$ cat config.mk
export PLATFORM = sky130hd
export DESIGN_NAME = fetch_unit
export DESIGN_NICKNAME = d
export VERILOG_FILES = /design/src/rtl/fetch_unit.sv
export SDC_FILE = /design/constraint.sdc
export NUM_CORES = 1
export LEC_CHECK = 0
export BUFFER_PORTS_ARGS = -buffer_cell sky130_fd_sc_hd__buf_2
export CORE_AREA = 10 10 143 145
export CTS_BUF_LIST = sky130_fd_sc_hd__clkbuf_2 sky130_fd_sc_hd__clkbuf_4 sky130_fd_sc_hd__clkbuf_8
export DETAILED_ROUTE_END_ITERATION = 7
export DIE_AREA = 0 0 153 155
export GPL_TIMING_DRIVEN = 1
export PLACE_DENSITY = 0.81
export SLEW_MARGIN = 20
export SYNTH_ARGS = -nofsm -noshare
export SYNTH_HDL_FRONTEND = slang
export SYNTH_SLANG_ARGS = --single-unit
$ cat constraint.sdc
create_clock -name clk -period 4.35 [get_ports clk]
set_clock_uncertainty 0.1 [all_clocks]
set_input_delay 0.2175 -clock clk [delete_from_list [all_inputs] [get_ports clk]]
set_output_delay 0.2175 -clock clk [all_outputs]
set_load 0.005 [all_outputs]
$ cat src/rtl/fetch_unit.sv
// -----------------------------------------------------------------------------
// fetch_unit
//   PC register and instruction-fetch sequencer of the sequential RV64 core.
//   Holds the architectural PC, reads the 32-bit instruction at that PC from
//   instruction memory, presents it to decode over a valid/ready handshake and
//   then waits for the resolved next PC before fetching again. Also counts
//   retired instructions.
//
// Ports
//   clk, rst_n      rising-edge clock, asynchronous active-low reset
//   imem_req/addr   single-cycle read request and address (addr=0 when idle)
//   imem_rvalid     read data valid, imem_rdata carries the instruction word
//   if_valid        instruction slot available to decode
//   if_ready        decode accepts the slot this cycle
//   if_pc/instr     PC and instruction word of the presented slot
//   if_fault        presented slot is a misaligned-fetch fault
//   pc_out          current PC (feeds the next-PC logic)
//   next_pc/_valid  resolved next PC from the next-PC logic
//   instret         retired-instruction counter (wraps modulo 2^64)
// -----------------------------------------------------------------------------
module fetch_unit #(
  parameter logic [63:0] RESET_PC = 64'h0000_0000_0000_0000,
  parameter int          INSTR_W  = 32
) (
  input  logic               clk,
  input  logic               rst_n,
  output logic               imem_req,
  output logic [63:0]        imem_addr,
  input  logic               imem_rvalid,
  input  logic [INSTR_W-1:0] imem_rdata,
  output logic               if_valid,
  input  logic               if_ready,
  output logic [63:0]        if_pc,
  output logic [INSTR_W-1:0] if_instr,
  output logic               if_fault,
  output logic [63:0]        pc_out,
  input  logic [63:0]        next_pc,
  input  logic               next_pc_valid,
  output logic [63:0]        instret
);

  typedef enum logic [2:0] {
    ST_IDLE = 3'd0,
    ST_REQ  = 3'd1,
    ST_WAIT = 3'd2,
    ST_HOLD = 3'd3,
    ST_EXEC = 3'd4
  } state_e;

  state_e             state_q, state_d;
  logic [63:0]        pc_q, pc_d;
  logic [INSTR_W-1:0] instr_q, instr_d;
  logic               fault_q, fault_d;
  logic [63:0]        instret_q, instret_d;

  // RV64I without the C extension needs 4-byte aligned fetch addresses.
  function automatic logic pc_aligned(input logic [63:0] pc);
    return (pc[1:0] == 2'b00);
  endfunction

  // State and datapath registers.
  always_ff @(posedge clk or negedge rst_n) begin
    if (!rst_n) begin
      state_q   <= ST_IDLE;
      pc_q      <= RESET_PC;
      instr_q   <= '0;
      fault_q   <= 1'b0;
      instret_q <= 64'h0;
    end else begin
      state_q   <= state_d;
      pc_q      <= pc_d;
      instr_q   <= instr_d;
      fault_q   <= fault_d;
      instret_q <= instret_d;
    end
  end

  // Next-state, datapath updates and state-decoded handshake outputs.
  // imem_req/if_valid are decoded purely from registered state, so they are
  // glitch-free and do not depend combinationally on any input.
  always_comb begin
    state_d   = state_q;
    pc_d      = pc_q;
    instr_d   = instr_q;
    fault_d   = fault_q;
    instret_d = instret_q;
    imem_req  = 1'b0;
    imem_addr = 64'h0;
    if_valid  = 1'b0;

    case (state_q)
      ST_IDLE: begin
        state_d = ST_REQ;
      end

      ST_REQ: begin
        if (pc_aligned(pc_q)) begin
          imem_req  = 1'b1;
          imem_addr = pc_q;
          state_d   = ST_WAIT;
        end else begin
          // Misaligned target: no memory access, present a fault slot.
          fault_d = 1'b1;
          instr_d = '0;
          state_d = ST_HOLD;
        end
      end

      ST_WAIT: begin
        if (imem_rvalid) begin
          instr_d = imem_rdata;
          fault_d = 1'b0;
          state_d = ST_HOLD;
        end else begin
          state_d = ST_WAIT;
        end
      end

      ST_HOLD: begin
        if_valid = 1'b1;
        // next_pc_valid is deliberately ignored here, even if it coincides
        // with if_ready; it must be presented again once in EXEC.
        if (if_ready) begin
          state_d = ST_EXEC;
        end else begin
          state_d = ST_HOLD;
        end
      end

      ST_EXEC: begin
        if (next_pc_valid) begin
          // next_pc is loaded verbatim; misalignment is detected in REQ.
          pc_d      = next_pc;
          instret_d = instret_q + 64'd1;
          fault_d   = 1'b0;
          state_d   = ST_REQ;
        end else begin
          state_d = ST_EXEC;
        end
      end

      default: begin
        state_d = ST_IDLE;
      end
    endcase
  end

  assign pc_out   = pc_q;
  assign if_pc    = pc_q;
  assign if_instr = instr_q;
  assign if_fault = fault_q;
  assign instret  = instret_q;

endmodule
==> results of run 1 <==
[metal layers]
layer  vias to the layer above  routed length, µm  global-route usage, %
met2                       311              13650                  38.02
met1                      3454              10410                  25.04
met4                         0                641                  7.584
met5                         -                  0                      0
li1                       3231                  -                      -
met3                        44               2305                  7.940
[timing repair]
action | 4_1_cts | 5_1_grt
hold buffers | 100 | 0
endpoints found under the hold margin | 188 | 0
buffers inserted | 0 | 0
[stage by stage]
| step | utilization, % | total power, mW | instances | setup WS, ps | hold WS (ps) |
|---|---|---|---|---|---|
| 2_1_floorplan | - | 3.324 | 732 | 2106 | -178.1 |
| 3_3_place_gp | 54.12 | 4.049 | 1262 | 1673 | 243.0 |
| 3_5_place_dp | 54.12 | 4.121 | 1262 | 1543 | 259.4 |
| 4_1_cts | 61.91 | 5.280 | 1394 | 1538 | 30.22 |
| 5_1_grt | 62.00 | 5.617 | 1395 | 1080 | 73.25 |
| 6_report | 62.00 | 5.279 | 1395 | 1435 | 70.89 |
[state kept, by name, indices dropped and copies added (netlist names)]
signal    cells
state_q       3
if_pc        64
if_fault      1
if_instr     32
instret      64
[cell type report]
class                   count  area (µm²)  area share (%)
diodes                      1       2.502         0.02286
clock buffers              19       255.2           2.331
clock inverters            13       120.1           1.097
inverters                   6       22.52          0.2057
multi-input cells         468        3158           28.85
flip-flops and latches    164        4104           37.49
well taps                 229       286.5           2.617
repair buffers            495        2999           27.39
[cells by family after synthesis]
family | Yosys count | synth area share (%)
AO/OA/AOI/OAI | 10 | 0.7820
buffers and inverters | 100 | 7.980
XOR/XNOR | 63 | 7.038
other | 1 | 0.04783
AND/OR/NAND/NOR | 330 | 22.74
flip-flops | 164 | 52.35
multiplexers | 62 | 8.905
adder cells (fa/ha/maj) | 1 | 0.1596
[cell usage in the layout, fill, tap and decap left out, drive strengths merged, types with 6 or more instances in the layout]
cell type | netlist | layout
or3 | 6 | 6
xnor2 | 38 | 38
nand4 | 23 | 23
dfrtp | 164 | 164
clkbuf | 21 | 19
dlygate4sd3 | 0 | 100
nand2 | 102 | 102
nand3 | 53 | 53
buf | 73 | 395
nor4 | 12 | 12
xor2 | 25 | 25
inv | 6 | 12
and2 | 64 | 64
nor2 | 24 | 24
and3 | 15 | 15
mux2 | 62 | 62
nor3 | 13 | 13
[worst reg2reg max path, cell delays in order (launching register included)]
cell and delay, ps:
sky130_fd_sc_hd__dfrtp_1 650, sky130_fd_sc_hd__nand4bb_1 460, sky130_fd_sc_hd__nor4_2 600, sky130_fd_sc_hd__nand4_1 470, sky130_fd_sc_hd__nor4_1 400, sky130_fd_sc_hd__xor2_1 170
[worst paths after layout]
check	start	to	slack (ps)	cells after the start
worst min register to register	if_instr[17]$_DFFE_PN0P_	if_instr[17]$_DFFE_PN0P_	370	2
worst min-delay path	imem_rvalid	state_q[0]$_DFF_PN0_	70	3
worst max-delay path	state_q[2]$_DFF_PN0_	instret[63]$_DFFE_PN0P_	1430	5
min in group asynchronous	rst_n	instret[59]$_DFFE_PN0P_	280	2
max in group asynchronous	rst_n	if_pc[60]$_DFFE_PN0P_	2760	3
worst max register to register	state_q[2]$_DFF_PN0_	instret[63]$_DFFE_PN0P_	1430	5
[where the power goes]
| part | internal [mW] | leakage [nW] | switching, mW |
|---|---|---|---|
| logic | 0.926 | 3.71 | 0.957 |
| clock network | 0.483 | 0.193 | 0.588 |
| registers | 1.91 | 2.17 | 0.413 |
| total | 3.32 | 6.08 | 1.96 |
==> results.md, run 1 <==
Die:
- The placeable core area is 17660 µm².
- The area of the die is 23720 µm².
- For this design the top-level I/O count stands at 392.
- Once the floorplan was initialized, standard cells occupied 44.40% of the core.
- The die width is 153 µm.
- From bottom edge to top edge, the die measures 155 µm.
- The floorplan has 49 rows.

Drt:
- For this run, the detailed router's first-pass iteration total came to 5.
- After detailed routing, the number of remaining DRC violations is 0.
- The final route contains 7040 vias.
- The wire length per cell after detailed routing is 19.36 µm.
- The total routed wirelength is 27.00 mm.
- For this block, the initial DRC count from the detailed router was 293.
- In this run the remaining antenna-violating nets after routing total 0.
- The via count normalized by instance count is 5.047.

Power:
- Power spread over the standard cell area amounts to 482.2 nW/µm².
- VDD sags by at most 281.3 µV.
- The leakage power summed over all cells is 6.076 nW.

STA:
- The clock period could shrink to 2915 ps.
- In the finished design, the share of the clock period the worst path needs comes to 67.01%.
- The slew at the pin with the worst max-slew slack is 1055 ps.
- For this run, the top clock speed supported by timing is 0.3430 GHz.
- The remaining max-slew budget at the tightest pin is 29.68%.
- The number of endpoints with negative hold slack in the final report is 0.
- The number of slew-limit violations in the final report came to 0.
- Setup violations remaining at the end of the flow were counted as 0.
- Setup repair after global routing left no endpoint under its margin.
- Summed over all failing endpoints, the final setup total negative slack is 0 ps.

Yosys:
- The portion of the post-synthesis area used by sequential elements is 52.35%.
- Dividing the synthesized area by the synthesized cell count gives 10.73 µm².
- Counting every instance in the synthesized netlist gives 731.
- The largest area contributor in the synthesized netlist is sky130_fd_sc_hd__dfrtp_1.
- The number of distinct library cells after synthesis is 43.
- Counting flops with an async set or reset pin after synthesis yields a share of 100.0%.
- The synthesized cell area is 7840 µm².
- By area the synthesized netlist is led by sky130_fd_sc_hd__dfrtp_1, sky130_fd_sc_hd__mux2_2, sky130_fd_sc_hd__buf_4, sky130_fd_sc_hd__and2_1, sky130_fd_sc_hd__nand2_1.
- In the synthesized netlist, the cells that appear most often are sky130_fd_sc_hd__dfrtp_1, sky130_fd_sc_hd__nand2_1, sky130_fd_sc_hd__buf_4, sky130_fd_sc_hd__and2_1, sky130_fd_sc_hd__mux2_2.
- The most common cell in the synthesized netlist is sky130_fd_sc_hd__dfrtp_1.
- Yosys mapped a number of flops with a built-in enable equal to 0.
- For this run, the number of Yosys warnings is 0.
- The share of Yosys cell area claimed by the top area cell type is 52.35%.
- The most used flip-flop cell after synthesis is sky130_fd_sc_hd__dfrtp_1.
- The register bit total from synthesis is 164.

Hold path:
- The worst hold path belongs to the class in2reg.

Worst setup path:
- The worst setup path is launched from a register.
- The critical path class is reg2reg.
- The arrival time of data at the critical path endpoint is 3190 ps.
- The number of buffers and inverters on the critical path is 0.
- The stage delay of the slowest cell on the critical path is 650 ps.
- The kind of cell adding the most delay to the critical path is simple AND/OR/NAND/NOR gates.
- The slowest stage cell on the critical path is sky130_fd_sc_hd__dfrtp_1.
- STA classifies the critical path endpoint as a register.
- The data required time of the critical path is 4630 ps.
- The signal on the critical path passes through nand4bb_1 -> nor4_2 -> nand4_1 -> nor4_1 -> xor2_1.
- In this run the worst path has a maximum fanout of 13.

Clocking:
- Once the clock tree was built, the resizer swapped 0 gates to a different size.
- The number of clock buffers added by TritonCTS is 17.
- The maximum number of buffers from clock root to sink is 2.
- The maximum level of the CTS H-tree is 4.
- The number of clock sinks is 164.
- The CTS tree is built.
- Clock tree synthesis selected as its root buffer the cell sky130_fd_sc_hd__clkbuf_8.
- The clock latency on the worst-skew pair is 450 ps.
- The clock edge transition at the registers on the reported setup and hold paths is 90 ps.

Final layout:
- Fill cells in the final layout number 1425.
- The final layout contains 1254 nets.
- Cells with a size suffix above 1 make up 43.26% of the layout.
- The final instance area is 10950 µm².
- From synthesis to final layout, the design area changed by 39.64%.

Placement:
- Routability-driven placement finished with a final weighted congestion of 0.8096.
- The half-perimeter wire length of the detailed placement result is 19.57 mm.
- After detailed placement, the total cell area comes to 9555 µm².
- During placement, the flow inserted port buffers numbering 389.

Global route:
- The remaining global-route overflow is 0.
- The via count of the first global-routing pass is 7554.
- The initial antenna violation count is 1.
- The largest net degree at the start of global routing is 93.
- Global routing consumed, over all layers together, 22.14% of the routing resources.
- The global-route wire length before repair is 42.85 mm.

Status:
- The run finished with clean final reports.

Flow run:
- Across the run, the number of max-cap violations was 0.
(Power assumes the default switching activity.)
==> inputs of run 2 (changes only) <==
Settings changed: CORE_AREA 10 10 143 145 to unset, CORE_ASPECT_RATIO set to 0.7, CORE_MARGIN set to 10, CORE_UTILIZATION set to 43, DIE_AREA 0 0 153 155 to unset, PLACE_DENSITY 0.81 to 0.82.
Clock period 4.35 ns to 2.6 ns, I/O delays scaled along.
==> results.md, run 2 (same netlist as run 1, synthesis figures left out) <==
Status:
- The flow ran to the end, and the final reports show no timing, DRC or antenna violations.

Clocking:
- TritonCTS built the clock tree.
- The post-CTS setup-driven buffer insertion count came to 0 (unchanged).
- The clock latency on the worst-skew pair is 440 ps (about the same).
- The clock edge transition at the registers on the reported setup and hold paths is 90 ps (about the same).
- The clock tree root driver cell is sky130_fd_sc_hd__clkbuf_8.
- The number of clock sinks was 164 (unchanged).
- The maximum level of the CTS H-tree is 4 (unchanged).
- The number of buffers created by CTS was 17 (unchanged).
- The maximum number of buffers from clock root to sink was 2 (unchanged).

Worst setup path:
- The kind of end point of the critical path is an output pin.
- The logic depth of the worst path, buffers included is 6 (+1).
- The depth of the most critical reg-to-reg path was 7 (+2).
- The data required time of the critical path is 2370 ps (-2260 ps).
- The sort of element at the start of the critical path is a register.
- The slowest stage cell on the critical path is sky130_fd_sc_hd__dfrtp_1.
- By startpoint and endpoint, the worst setup path is classified as reg2out.
- The arrival time of data at the critical path endpoint is 2160 ps (-1030 ps).
- The maximum fanout encountered on the critical timing path is 65 (+52).
- The number of buffers and inverters on the critical path was 4 (+4).
- The critical path goes through buf_4 -> inv_1 -> nor4b_2 -> buf_6 -> and2_1 -> buf_2.
- In this design, the largest share of critical-path delay is due to buffers and inverters.
- The worst reg-to-reg setup slack is 320 ps (-1110 ps).
- The stage delay of the slowest cell on the critical path came to 420 ps (-230 ps).

Final layout:
- The number of nets in the finished design was 1268 (+1.1%).
- The register area came to 4104 µm² (unchanged).
- The number of fillers in the final layout is 1444 (+1.3%).
- The most common library cell in the layout ignoring fill and taps is sky130_fd_sc_hd__buf_2.
- The area of the multi-input gates is 3149 µm² (-0.28%).
- The fraction of final layout cells sized beyond drive strength 1 is 43.77% (+0.50 points).
- From synthesis to final layout, the design area changed by 42.96%.
- The final instance area is 11210 µm² (+2.4%).
- In the layout the commonest cells are sky130_fd_sc_hd__buf_2, sky130_fd_sc_hd__dfrtp_1, sky130_fd_sc_hd__dlygate4sd3_1.

Placement:
- The half-perimeter wire length of the detailed placement result is 20.18 mm (+3.1%).
- The number of port buffers was 389 (unchanged).
- The post-detailed-placement cell area is 9684 µm² (+1.3%).
- The placer congestion estimate is 0.8755 (+8.1%).
- The setup slack at placement is 179.5 ps (-1364 ps).

Drt:
- The via count normalized by instance count is 5.056 (+0.19%).
- The detailed-route via count is 7170 (+1.8%).
- The starting DRC count in detailed routing is 513 (+75%).
- The post-route DRC violation count is 0 (unchanged).
- The wire length per cell after detailed routing is 19.66 µm (+1.6%).
- The detailed-routing iteration count for the pre-antenna-repair pass is 5 (unchanged).
- The total routed wirelength is 27.88 mm (+3.3%).
- The remaining antenna violation count after routing came to 0 (unchanged).

Global route:
- The met2 global-route usage is 37.80% (-0.22 points).
- The via count of the first global-routing pass was 7544 (-0.13%).
- The combined global-route utilization of all metal layers is 22.59% (+0.45 points).
- The global-route wire length before repair is 43.85 mm (+2.3%).
- The initial antenna violation count came to 3 (+2).
- The most congested layer reported by global routing is met2.
- The met3 track demand over resource is 7.682% (-0.26 points).
- The largest net degree at the start of global routing came to 73 (-22%).
- The remaining global-route overflow is 0 (unchanged).
- The global-route met1 utilization came to 26.93% (+1.9 points).

Flow run:
- The max-cap check violation count was 0 (unchanged).

STA:
- The number of endpoints with negative hold slack in the final report is 0 (unchanged).
- The final number of setup-violating endpoints is 0 (unchanged).
- The worst hold slack was 341.8 ps (+270.9 ps).
- The final critical delay including setup and external delays is 2387 ps.
- For this run, the top clock speed supported by timing is 0.4189 GHz.
- The post-route worst setup slack is 212.6 ps (-1222 ps).
- The number of slew-limit violations in the final report is 0 (unchanged).
- The sum of negative setup slack is 0 ps (unchanged).
- The slew at the pin with the worst max-slew slack is 1015 ps (-40.12 ps).
- Setup repair after global routing left no endpoint under its margin.
- The final clock period utilization by the worst path is 91.82%.
- The remaining max-slew budget at the tightest pin is 32.36% (+2.7 points).

Power:
- The switching power of the nets is 3.324 mW (+70%).
- The switching share of power was 35.73% (-1.4 points).
- The clock power share is 23.7% (+3.4 points).
- The share of total power in sequential cells is 41.6% (-2.4 points).
- The worst vdd rail ir drop is 540.9 µV (+92%).
- The design internal power was 5.979 mW (+80%).
- The combinational group share of total power is 34.7% (-1.0 points).
- The overall power of the completed layout is 9.303 mW (+76%).
- The leakage power summed over all cells is 6.203 nW (+2.1%).
- The power density of the placed cells is 830.1 nW/µm² (+72%).

Die:
- The effective utilization at floorplan came to 43.67% (-0.74 points).
- The floorplan die height is 133.0 µm (-14%).
- The area of the die is 24120 µm² (+1.7%).
- The row count came to 41 (-16%).
- The placeable core area is 17950 µm² (+1.7%).
- The die width is 181.4 µm (+19%).
- The top-level I/O count came to 392 (unchanged).

Hold path:
- The path category of the worst min-delay check is in2reg.
- The number of instances on the worst hold path is 4 (+1).
-- run 2: cell types whose count changed in the layout (fill, tap and decap cells not counted), moves of 2 or more --
cell | before | now
sky130_fd_sc_hd__buf_4 | 6 | 13
sky130_fd_sc_hd__bufinv_16 | 1 | 5
sky130_fd_sc_hd__clkinv_4 | 0 | 4
sky130_fd_sc_hd__inv_6 | 5 | 1
sky130_fd_sc_hd__buf_12 | 0 | 3
sky130_fd_sc_hd__clkinv_2 | 4 | 1
sky130_fd_sc_hd__dlygate4sd3_1 | 100 | 103
sky130_fd_sc_hd__clkinvlp_4 | 2 | 0
sky130_fd_sc_hd__diode_2 | 1 | 3
-- run 2: per-stage QoR --
stage / util [%] / instances
after floorplan: - / 732
after global placement: 53.94 / 1280
after detailed placement: 53.94 / 1280
after CTS: 62.33 / 1415
after global routing: 62.43 / 1418
final: 62.43 / 1418
-- run 2: worst min-delay path, stage by stage --
cell and delay [ps]:
sky130_fd_sc_hd__dlygate4sd3_1 510, sky130_fd_sc_hd__buf_2 90, sky130_fd_sc_hd__nand3_1 50, sky130_fd_sc_hd__nand2_1 60
-- run 2: what timing repair did --
item                                    4_1_cts  5_1_grt
hold buffers                                103        0
resized for setup                             0        2
endpoints found under the hold margin       263        0
endpoints found under the setup margin        0       63
-- run 2: metal layers --
| layer | up-vias | share of wire [%] | wire length (µm) |
|---|---|---|---|
| li1 | 3266 | - | - |
| met1 | 3538 | 40 | 11190 |
| met2 | 324 | 49 | 13700 |
| met3 | 42 | 8.6 | 2401 |
| met4 | 0 | 2.1 | 584 |
| met5 | - | 0 | 0 |
-- run 2: worst paths after layout --
check,end,from
max,imem_addr[62],state_q[0]$_DFF_PN0_
min,if_instr[29]$_DFFE_PN0P_,imem_rdata[29]
max reg2reg,instret[49]$_DFFE_PN0P_,state_q[1]$_DFF_PN0_
min reg2reg,if_instr[25]$_DFFE_PN0P_,if_instr[25]$_DFFE_PN0P_
max in group asynchronous,instret[35]$_DFFE_PN0P_,rst_n
min in group asynchronous,instret[0]$_DFFE_PN0P_,rst_n
-- run 2: area by class of cell --
type	instances	area share, %
Antenna cell	3	0.06698
Clock buffer	19	2.277
Clock inverter	13	1.976
Inverter	6	0.2009
Multi-Input combinational cell	468	28.10
Sequential cell	164	36.62
Tap cell	236	2.635
Timing Repair Buffer	509	28.13
-- run 2: power groups by stage --
stage               combinational (mW)  clock, mW  sequential (mW)
CTS                               3.23       2.25             3.86
finish                            3.23       2.20             3.87
global route                      3.54       2.37             3.96
floorplan                         1.80          0             3.76
detailed placement                3.09          0             3.90
global placement                  3.02          0             3.85
==> inputs of run 3 (changes only) <==
Settings changed: CELL_PAD_IN_SITES_DETAIL_PLACEMENT set to 1, CELL_PAD_IN_SITES_GLOBAL_PLACEMENT set to 2, CORE_UTILIZATION 43 to 28, PLACE_DENSITY 0.82 to 0.86.
Clock period 2.6 ns to 2.7 ns, I/O delays scaled along.
==> results.md, run 3 (same netlist as run 1, synthesis figures left out) <==
STA:
- The final number of setup-violating endpoints is 0 (unchanged).
- The slew at the pin with the worst max-slew slack is 1066 ps (+51.48 ps).
- The number of slew-limit violations in the final report came to 0 (unchanged).
- Setup repair after global routing left no endpoint under its margin.
- The remaining max-slew budget at the tightest pin is 28.93% (-3.4 points).
- After layout, the worst path uses 91.40% of the clock period.
- The sum of negative setup slack is 0 ps (unchanged).
- Derived from the worst setup path, the maximum achievable clock frequency is 0.4052 GHz.
- The final critical delay including setup and external delays is 2468 ps.
- The post-route worst setup slack is 232.1 ps (+19.58 ps).
- The number of endpoints with negative hold slack in the final report is 0 (unchanged).

Die:
- The area of the die is 35200 µm² (+46%).
- The row count is 51 (+24%).
- The die width is 220 µm (+21%).
- The top-level I/O count came to 392 (unchanged).
- The placeable core area is 27690 µm² (+54%).
- The floorplan die height is 160 µm (+20%).
- The effective utilization at floorplan is 28.31% (-15 points).

Worst setup path:
- Walking the worst path, the cells encountered are inv_1 -> nor4b_4 -> buf_12 -> and2_1 -> buf_2.
- The largest individual stage delay along the critical path comes from the cell sky130_fd_sc_hd__dfrtp_1.
- The arrival time of data at the critical path endpoint is 2230 ps (+70 ps).
- The worst setup path is of the reg2out kind.
- The worst setup path is launched from a register.
- The data required time of the critical path is 2470 ps (+100 ps).
- The kind of end point of the critical path is an output pin.
- The maximum fanout encountered on the critical timing path was 59 (-9.2%).
- The stage delay of the slowest cell on the critical path is 530 ps (+110 ps).

Status:
- The flow ran to the end, and the final reports show no timing, DRC or antenna violations.

Drt:
- The detailed-route via count is 7136 (-0.47%).
- The total routed wirelength was 31.78 mm (+14%).
- The wire length per cell after detailed routing is 20.52 µm (+4.3%).
- The post-route DRC violation count is 0 (unchanged).
- The starting DRC count in detailed routing came to 319 (-38%).
- The detailed-routing iteration count for the pre-antenna-repair pass is 4 (-1).
- The via count normalized by instance count came to 4.607 (-8.9%).
- The remaining antenna violation count after routing is 0 (unchanged).

Final layout:
- The area of the multi-input gates is 3153 µm² (+0.12%).
- The library cell used most frequently in the layout, excluding fill and tap cells, is sky130_fd_sc_hd__buf_2.
- The number of fillers in the final layout was 3253 (+130%).
- The number of nets in the finished design is 1265 (-0.24%).
- The fraction of final layout cells sized beyond drive strength 1 came to 43.71% (-0.058 points).
- The register area came to 4104 µm² (unchanged).
- Leaving out fill and tap cells, the most frequent cells in the layout are sky130_fd_sc_hd__buf_2, sky130_fd_sc_hd__dfrtp_1, sky130_fd_sc_hd__nand2_1.
- Compared with the post-synthesis result, the final layout area differs by 44.10%.

Clocking:
- The number of buffers created by CTS came to 17 (unchanged).
- The maximum level of the CTS H-tree is 4 (unchanged).
- The number of clock sinks came to 164 (unchanged).
- The clock latency on the worst-skew pair is 460 ps (+20 ps).
- TritonCTS built the clock tree.
- The post-CTS setup-driven buffer insertion count was 0 (unchanged).
- The maximum number of buffers from clock root to sink is 2 (unchanged).
- The clock tree root driver cell is sky130_fd_sc_hd__clkbuf_8.
- The clock edge transition at the registers on the reported setup and hold paths is 100 ps (about the same).

Global route:
- The global-route wire length before repair is 49.75 mm (+13%).
- The initial antenna violation count is 4 (+1).
- The largest net degree at the start of global routing is 62 (-15%).
- The via count of the first global-routing pass is 7963 (+5.6%).
- The combined global-route utilization of all metal layers is 18.04% (-4.5 points).
- The remaining global-route overflow is 0 (unchanged).

Hold path:
- The worst hold path belongs to the class in2async.

Placement:
- The half-perimeter wire length of the detailed placement result was 23.62 mm (+17%).
- The number of port buffers is 389 (unchanged).
- The placer congestion estimate is 0.7921 (-9.5%).
- The setup slack at placement is 271.7 ps (+92.20 ps).

Power:
- The worst vdd rail ir drop is 377.3 µV (-30%).
- The leakage power summed over all cells is 6.171 nW (-0.52%).
- The power density of the placed cells is 790.1 nW/µm² (-4.8%).

Flow run:
- The max-cap check violation count was 0 (unchanged).
-- run 3: changes by cell type in the layout (fill, tap and decap cells not counted) --
cell and change:
sky130_fd_sc_hd__nor4b_2 -1, sky130_fd_sc_hd__diode_2 -1, sky130_fd_sc_hd__clkbuf_4 -1, sky130_fd_sc_hd__buf_6 -1
sky130_fd_sc_hd__clkbuf_8 -1, sky130_fd_sc_hd__inv_6 +4, sky130_fd_sc_hd__nor3_2 -1, sky130_fd_sc_hd__dlygate4sd3_1 -2
sky130_fd_sc_hd__clkinv_4 -1, sky130_fd_sc_hd__clkinv_2 +1, sky130_fd_sc_hd__bufinv_16 -2, sky130_fd_sc_hd__nor3_1 +1
sky130_fd_sc_hd__nor4b_4 +1
-- run 3: final cells by class --
type	instances	share of cell area, %
multi-input cells	468	27.91
diodes	2	0.04430
clock buffers	17	2.071
flip-flops and latches	164	36.33
well taps	371	4.109
clock inverters	15	1.706
inverters	6	0.1994
repair buffers	506	27.63
-- run 3: metrics by stage --
stage	util (%)	hold WS (ps)	instance area, µm²	total power, mW	cells
after global placement	35.55	11.32	9846	6.748	1414
after CTS	40.74	76.17	11280	9.020	1547
after global routing	40.79	82.93	11300	9.555	1549
after floorplan	-	-260.6	7844	5.356	732
after detailed placement	35.55	17.47	9846	6.849	1414
final	40.79	75.18	11300	8.926	1549
-- run 3: what timing repair did --
| item | in CTS | in global routing |
|---|---|---|
| resized for setup | 0 | 1 |
| setup endpoints to repair | 0 | 1 |
| hold buffers | 101 | 0 |
| endpoints found under the hold margin | 204 | 0 |
-- run 3: path summary, 6_finish.rpt --
kind / start / end / slack [ps] / cells after the start
worst min-delay path: rst_n / if_pc[47]$_DFFE_PN0P_ / 80 / 2
min in group clk: next_pc[1] / if_pc[1]$_DFFE_PN0P_ / 320 / 4
worst max-delay path: state_q[0]$_DFF_PN0_ / imem_addr[39] / 230 / 5
max in group asynchronous: rst_n / instret[40]$_DFFE_PN0P_ / 1630 / 3
worst max register to register: state_q[1]$_DFF_PN0_ / instret[63]$_DFFE_PN0P_ / 280 / 7
worst min register to register: if_instr[20]$_DFFE_PN0P_ / if_instr[20]$_DFFE_PN0P_ / 370 / 2
-- run 3: critical path: cells and delay by family (launching register included) --
family                 cells  cell delay (ps)
flip-flops                 1              530
AND/OR/NAND/NOR            2              610
buffers and inverters      3              610
-- run 3: where the power goes --
group / internal (mW) / leakage (nW) / total (mW) / switching [mW]
Sequential: 3.08 / 2.17 / 3.71 / 0.629
Combinational: 1.53 / 3.78 / 3.22 / 1.69
Clock: 0.944 / 0.220 / 2.00 / 1.05
Total: 5.56 / 6.17 / 8.93 / 3.37
-- run 3: per-layer routing --
| metal | GRT usage, % | share of wire (%) | vias to the layer above |
|---|---|---|---|
| li1 | - | - | 3271 |
| met1 | 21.94 | 41 | 3604 |
| met2 | 29.96 | 49 | 230 |
| met3 | 5.965 | 7.6 | 29 |
| met4 | 4.657 | 1.7 | 2 |
| met5 | 0 | 0.041 | - |
